==> config.mk <==
export PLATFORM = sky130hd
export DESIGN_NAME = edge_event_arbiter
export DESIGN_NICKNAME = d
export VERILOG_FILES = /design/src/rtl/edge_event_arbiter.sv
export SDC_FILE = /design/constraint.sdc
export NUM_CORES = 1
export LEC_CHECK = 0
export CAP_MARGIN = 5
export CORE_UTILIZATION = 40
export CTS_CLUSTER_DIAMETER = 30
export CTS_CLUSTER_SIZE = 40
export DETAILED_ROUTE_END_ITERATION = 16
export DONT_BUFFER_PORTS = 1
export PLACE_DENSITY = 0.65
export SYNTH_ARGS = -nofsm -noshare
export SYNTH_HDL_FRONTEND = slang
export SYNTH_SLANG_ARGS = --single-unit
==> constraint.sdc <==
create_clock -name clk -period 3.1 [get_ports clk]
set_input_delay 0.62 -clock clk [delete_from_list [all_inputs] [get_ports clk]]
set_output_delay 0.62 -clock clk [all_outputs]
set_load 0.05 [all_outputs]
==> src/rtl/edge_event_arbiter.sv <==
// Synchronises NUM_CH asynchronous status lines, latches enabled edges as timestamped
// pending events and serialises them round-robin onto one valid/ready stream.
module edge_event_arbiter #(
  parameter int NUM_CH      = 4,
  parameter int SYNC_STAGES = 2,
  parameter int TS_WIDTH    = 16
) (
  input  logic                          clk,
  input  logic                          rst,
  input  logic [NUM_CH-1:0]             in_lines,
  input  logic [NUM_CH-1:0]             rise_en,
  input  logic [NUM_CH-1:0]             fall_en,
  input  logic                          clear_ovf,
  output logic                          evt_valid,
  input  logic                          evt_ready,
  output logic [$clog2(NUM_CH)-1:0]     evt_ch,
  output logic                          evt_rising,
  output logic [TS_WIDTH-1:0]           evt_ts,
  output logic [NUM_CH-1:0]             ovf,
  output logic                          busy
);

  localparam int CHW   = $clog2(NUM_CH);
  localparam int ARM_W = $clog2(SYNC_STAGES + 2);
  localparam logic [ARM_W-1:0] ARM_DONE = ARM_W'(SYNC_STAGES + 1);

  typedef enum logic {EMPTY, FULL} state_t;

  logic [SYNC_STAGES-1:0][NUM_CH-1:0] sync_p0;
  logic [NUM_CH-1:0]   prev_p1;
  logic [TS_WIDTH-1:0] ts_cnt;
  logic [ARM_W-1:0]    arm_cnt;
  logic                armed;
  logic [NUM_CH-1:0]   sync_s, rise_det, fall_det, edge_det;
  logic [NUM_CH-1:0]   pend, pend_rise, slot_load, ovf_set, grant_vec;
  logic [TS_WIDTH-1:0] pend_ts [NUM_CH];
  logic [CHW-1:0]      last_grant, gnt_idx, cand_idx;
  logic                gnt_found, take;
  state_t              state_q, state_d;

  // Stage 0/1: synchroniser chain and previous-value register
  always_ff @(posedge clk) begin
    if (rst) begin
      sync_p0 <= '0;
      prev_p1 <= '0;
      ts_cnt  <= '0;
      arm_cnt <= '0;
    end else begin
      sync_p0 <= {sync_p0[SYNC_STAGES-2:0], in_lines};
      prev_p1 <= sync_p0[SYNC_STAGES-1];
      ts_cnt  <= ts_cnt + TS_WIDTH'(1);
      if (!armed) arm_cnt <= arm_cnt + ARM_W'(1);
    end
  end

  // Detection is held off until the chain has flushed post-reset contents.
  assign armed    = (arm_cnt == ARM_DONE);
  assign sync_s   = sync_p0[SYNC_STAGES-1];
  assign rise_det = sync_s & ~prev_p1 & rise_en & {NUM_CH{armed}};
  assign fall_det = ~sync_s & prev_p1 & fall_en & {NUM_CH{armed}};
  assign edge_det = rise_det | fall_det;

  always_comb begin
    gnt_found = 1'b0;
    gnt_idx   = '0;
    cand_idx  = '0;
    for (int i = 1; i <= NUM_CH; i++) begin
      cand_idx = CHW'((int'(last_grant) + i) % NUM_CH);
      if (!gnt_found && pend[cand_idx]) begin
        gnt_found = 1'b1;
        gnt_idx   = cand_idx;
      end
    end
  end

  always_comb begin
    state_d   = state_q;
    take      = 1'b0;
    grant_vec = '0;
    if (state_q == EMPTY || evt_ready) begin
      state_d = gnt_found ? FULL : EMPTY;
      take    = gnt_found;
    end
    if (take) grant_vec[gnt_idx] = 1'b1;
  end

  // A slot being granted this cycle is free to take a new edge without overflow.
  assign slot_load = edge_det & (~pend | grant_vec);
  assign ovf_set   = edge_det & pend & ~grant_vec;

  // Stage 2: pending slots
  always_ff @(posedge clk) begin
    if (rst) pend <= '0;
    else     pend <= (pend & ~grant_vec) | slot_load;
  end

  always_ff @(posedge clk) begin
    pend_rise <= (pend_rise & ~slot_load) | (rise_det & slot_load);
  end

  for (genvar g = 0; g < NUM_CH; g++) begin : g_slot
    always_ff @(posedge clk) begin
      if (slot_load[g]) pend_ts[g] <= ts_cnt;
    end
  end

  // Stage 3: output register and overflow flags
  always_ff @(posedge clk) begin
    if (rst) begin
      state_q    <= EMPTY;
      last_grant <= CHW'(NUM_CH - 1);
      evt_ch     <= '0;
      evt_rising <= 1'b0;
      evt_ts     <= '0;
      ovf        <= '0;
    end else begin
      state_q <= state_d;
      if (take) begin
        evt_ch     <= gnt_idx;
        evt_rising <= pend_rise[gnt_idx];
        evt_ts     <= pend_ts[gnt_idx];
        last_grant <= gnt_idx;
      end
      ovf <= (ovf & ~{NUM_CH{clear_ovf}}) | ovf_set;
    end
  end

  assign evt_valid = (state_q == FULL);
  assign busy      = (|pend) | evt_valid;

endmodule

======== Yosys cells after proc, flatten, opt, wreduce, memory -nomap -nowiden ========
Memories as Yosys holds them, arrays and structs flattened. A register that Yosys moved wholly into a read port is not among the register bits.
Index checks and enable logic that the tools add are counted.
storage, ports and cells
  output and inout bits ................... 25
  register bits ........................... 48
  input port bits ......................... 16
  memories kept ........................... 1
  RAM bits ................................ 64
  word-level logic and storage cells ...... 92
operators by class
  muxes and demuxes ....................... 31
  order comparisons ....................... 6
  reduce and logical (&&, ||, !) cells .... 9
  $add $sub $neg .......................... 6
  equal/unequal tests ..................... 1
  bitwise gates (word level) .............. 26
memory list
  memory   depth  width  read ports  clocked after Yosys merged registers in  write ports  RTL line  text
  pend_ts  4      16     1           1                                        4            36        logic [TS_WIDTH-1:0] pend_ts [NUM_CH];
operators by type and width
  cell                     count
  $and A4 B4 Y4            13
  $not A4 Y4               6
  $mux W1                  20
  $or A4 B4 Y4             5
  $add A16 B1 Y16 const B  1
  $lt A2 B3 Y1 const B     5
  $bmux W1 S2              5
  $mux W2                  4
  $add A2 B1 Y2 const B    3
  $add A2 B2 Y2 const B    2
  $logic_and A1 B1 Y1      4
  $mux W4                  1
  $reduce_or A4 Y1         1
  $logic_not A1 Y1         3
  $demux W1 S2             1
  $eq A2 B2 Y1 const B     1
  $ge A2 B1 Y1 const B     1
  $logic_or A1 B1 Y1       1
  $not A1 Y1               1
  $or A1 B1 Y1             1

======== Longest topological paths before layout ========
Gate-level depths: netlist of the first run.
  word-level depth ........................ 23
  depth in mapped cells ................... 8
  gate-level depth less buffers ........... 6

======== Worst setup path before layout of the first run ========
Ideal clock, no wire load.
  path kind ............................... reg-to-reg
  start ................................... reg pend[2]
  end ..................................... reg (tool-made name)
  setup time .............................. 0.393 ns
  path buffers ............................ 1
  slack ................................... 0.316 ns
  arrival ................................. 2.391 ns
  cell stages (with the launch flop) ...... 7
  cells stage by stage .................... dfxtp_1 nand2b_1 a21o_1 clkbuf_1 nand3_1 o31ai_1 nor2b_1
RTL lines
  element                 RTL line  text
  from (decl)             35        logic [NUM_CH-1:0] pend, pend_rise, slot_load, ovf_set, grant_vec;
  from (signal assigned)  94        else pend <= (pend & ~grant_vec) | slot_load;

==> impl_results.md, run 1 <==
* Status: finished clean
* Unrepaired setup endpoints after global routing: no
* DR vias at 3,065
* Filler Cell Count at 1,064
* GRT overflow at 0
* Max H-tree Level at 4
* Asr flop ratio synth at 0
* Vias per Instance at 5.340
* Most Crowded Layer GR: met2
* Worst Clk Skew at ~0.0085 ns
* Final slew viol count at 0
* Synth Warn # at 0
* First-pass GRT wire length at 16,060 um
* VDD IR max at 388.4 uV
* HPWL Detailed at 6376 um
* I/O Buffers at 0
* PD cells at 681.8 mW/mm^2
* Synth cell types at 43
* Drt wl/cell at approximately 17 um
* Initial core utilization at 0.4122
* Post_cts resized at 0
* DRC violations left at 0
* Total area of sequential cells at roughly 0.0032 mm^2
* CTS tree: built
* Worst EP arrival at 2.80 ns
* Slew @ Worst Pin at about 0.80 ns
* CTS clk-pin slew, worst paths at 0.05 ns
* Post CTS Setup Buffer Count at 0
* Core area at 0.01206 mm^2
* Worst Path Max Fanout at 18
* Row count at 40
* Critical path required time at 3.19 ns
* CP endpoint kind: flop
* Reg2reg setup slack at 0.39 ns
* Root buffer cell: clkbuf_16
* Clk sink count at between 100 and 150
* GR Util met3 at 0.04835
* DRT Pass-1 Iters at 9
* Startpoint types: flop
* Post-placement cell area at 0.005155 mm^2
* Area of the multi-input gates at between 0.0015 and 0.002 mm^2
* Post-synth top flop: edfxtp_1
* Syn Nets at 405
* Critical setup path kind: reg -> reg
* Die Ht at 113.5 um
* ANT nets after route at 0
* NumNets Final at roughly 410
* DIE WIDTH at 113.5 um
* Post-synthesis cell area at about 0.005 mm^2
* Grt met2 use at 0.2744
* Post-Syn Instances at 387
* Number of global-route vias before repair at roughly 3,200
* Flops & latches, synth at 128
* Largest net degree at the start of global routing at 51
* Leakage at 2.001 nW
* Synthesized area per cell at about 13 um^2
* Period minus WS final at 2.707 ns
* Rel. slew slack at 0.4677
* Final WL at 9996 um
* Seq/Total Area, Yosys at 0.6522
* Maxcap violations at 0
* Final Setup Violations at 0
* M1 GR Usage at 0.2027
* Hold buffer count at CTS at 0
* Setup TNS at 0 ns
* CTS Buffer Depth at 2
* Global Route Usage Sum at 0.1667
* Share of post-route cells with drive strength above 1 at 0.1404
* Fmax at 369.4 MHz
* IO Pins at 41
* Final period util at 0.8732
* Hold Vio Cnt, Final at 0
* Post-synth EDFFs at 68
* Final instance area at 0.005731 mm^2
* Hold/Removal Path Class: in -> reg
* Initial antenna violation count at 0
* Total CTS buffers at 17
* Routability cong. at between 0.7 and 0.8
* Worst-Skew Late Latency at 0.41 ns
* Area grow syn2layout at 15.25%
* DR iter-0 viols at 213
* Die area at 0.01288 mm^2
* ANT cells at 0
==> synth_stat cells (2+ instances only) <==
cell type,instances,area [um^2]
a21oi_1,26,130.1
a221o_1,17,170.2
and2_1,3,18.77
and3_1,2,12.51
buf_2,4,20.02
buf_6,2,22.52
clkbuf_1,18,67.56
dfxtp_1,60,1201
edfxtp_1,68,2042
ha_1,2,25.02
inv_1,2,7.510
mux2_1,8,90.09
mux2_2,9,101.4
nand2_1,14,52.55
nand2b_1,4,25.02
nand3_1,8,40.04
nand3b_1,4,30.03
nand4_1,20,125.1
nor2_1,27,101.4
nor2b_1,18,112.6
nor3_1,3,15.01
nor3_4,2,32.53
o21ai_0,8,40.04
o21ai_1,3,15.01
o31ai_1,22,165.2
or3_1,2,12.51
or3b_2,4,35.03
xnor2_1,5,43.79
xor2_1,8,70.07
==> critical path, stage by stage, from the launching register on <==
cell	delay, ns
dfxtp_1	0.52
nor2_1	0.15
nor3_4	0.63
nor3_4	0.19
o31ai_1	0.46
nor2b_1	0.19
buf_4	0.25
==> report_power, final <==
part | switching, mW | internal [mW]
combinational | 0.0593 | 0.0443
sequential | 0.0544 | 1.81
clock | 0.664 | 1.28
total | 0.778 | 3.13
==> flip-flops by register name, indices dropped and copies added, names as in the netlist, named ones only <==
register / cells
sync_s: 4
last_grant: 2
evt_valid: 1
ts_cnt: 16
evt_ts: 16
arm_cnt: 2
pend: 4
evt_ch: 2
ovf: 4
sync_p0: 4
evt_rising: 1
pend_ts: 64
prev_p1: 4
==> metrics by stage <==
step / cells / total power [mW] / worst slack [ns] / utilization / hold WS [ns]
after floorplan: 387 / 1.979 / 0.3164 / - / 0.4138
after global placement: 542 / 1.995 / 0.5488 / 0.4274 / 0.4232
after detailed placement: 542 / 2.002 / 0.4371 / 0.4274 / 0.4284
after CTS: 574 / 3.936 / 0.4062 / 0.4751 / 0.2682
after global routing: 574 / 4.037 / 0.3043 / 0.4751 / 0.2690
final: 574 / 3.907 / 0.3930 / 0.4751 / 0.2799
==> routing by layer <==
metal | share of wire | wire, um
met5 | 0 | 0
met4 | 0.017 | 174
met3 | 0.050 | 501
met2 | 0.49 | 4934
met1 | 0.44 | 4386
==> cell usage in the layout (no fill, tap or decap), drive strengths merged, types with 2 or more instances in the layout <==
master / n
nor3: 5
o21ai: 11
nor2b: 19
or3: 2
nand4: 20
nand2: 14
clkbuf: 24
or3b: 4
and2: 3
inv: 2
a21oi: 27
dfxtp: 60
nor2: 27
and3: 2
o31ai: 23
bufinv: 3
clkinv: 5
buf: 11
edfxtp: 68
mux2: 17
nand3: 8
ha: 2
nand2b: 4
xor2: 8
nand3b: 4
a221o: 17
xnor2: 5
==> worst paths after layout <==
kind                    startpoint  depth (start not counted)                       end
min reg2reg  sync_p0[1]$_SDFF_PP0_                          1      sync_s[1]$_SDFF_PP0_
max reg2reg     pend[3]$_SDFF_PP0_                          6  pend_ts[1][12]$_DFFE_PP_
min                            rst                          1    evt_ch[1]$_SDFFE_PP0P_
max             pend[3]$_SDFF_PP0_                          6  pend_ts[1][12]$_DFFE_PP_
==> kinds of logic (layout without fill, tap and decap cells) <==
kind of cell / Yosys count / count (layout) / synth area share
mux: 18 / 18 / 0.04051
simple gates: 115 / 115 / 0.1293
flops: 128 / 128 / 0.6522
compound gates: 85 / 85 / 0.1263
fa+ha+maj: 2 / 2 / 0.005032
buf+inv: 26 / 45 / 0.02365
xor+xnor: 13 / 13 / 0.02290
==> layout make-up <==
type                       instances  area share
multi-input combinational        233      0.2812
inverter                           2    0.001310
sequential                       128      0.5659
clock inverter                     8     0.01987
clock buffer                      24     0.08057
tap                              168     0.03668
timing repair buffer              11     0.01441
No activity file was read; power rests on OpenSTA's default activity.
==> run 2, diff against run 1 <==
Settings changed: CTS_CLUSTER_DIAMETER 30 to default, SETUP_SLACK_MARGIN from default to 0.1.
==> results of run 2 <==
Same layout as run 1: the final DEF is identical, and so are final timing and power.
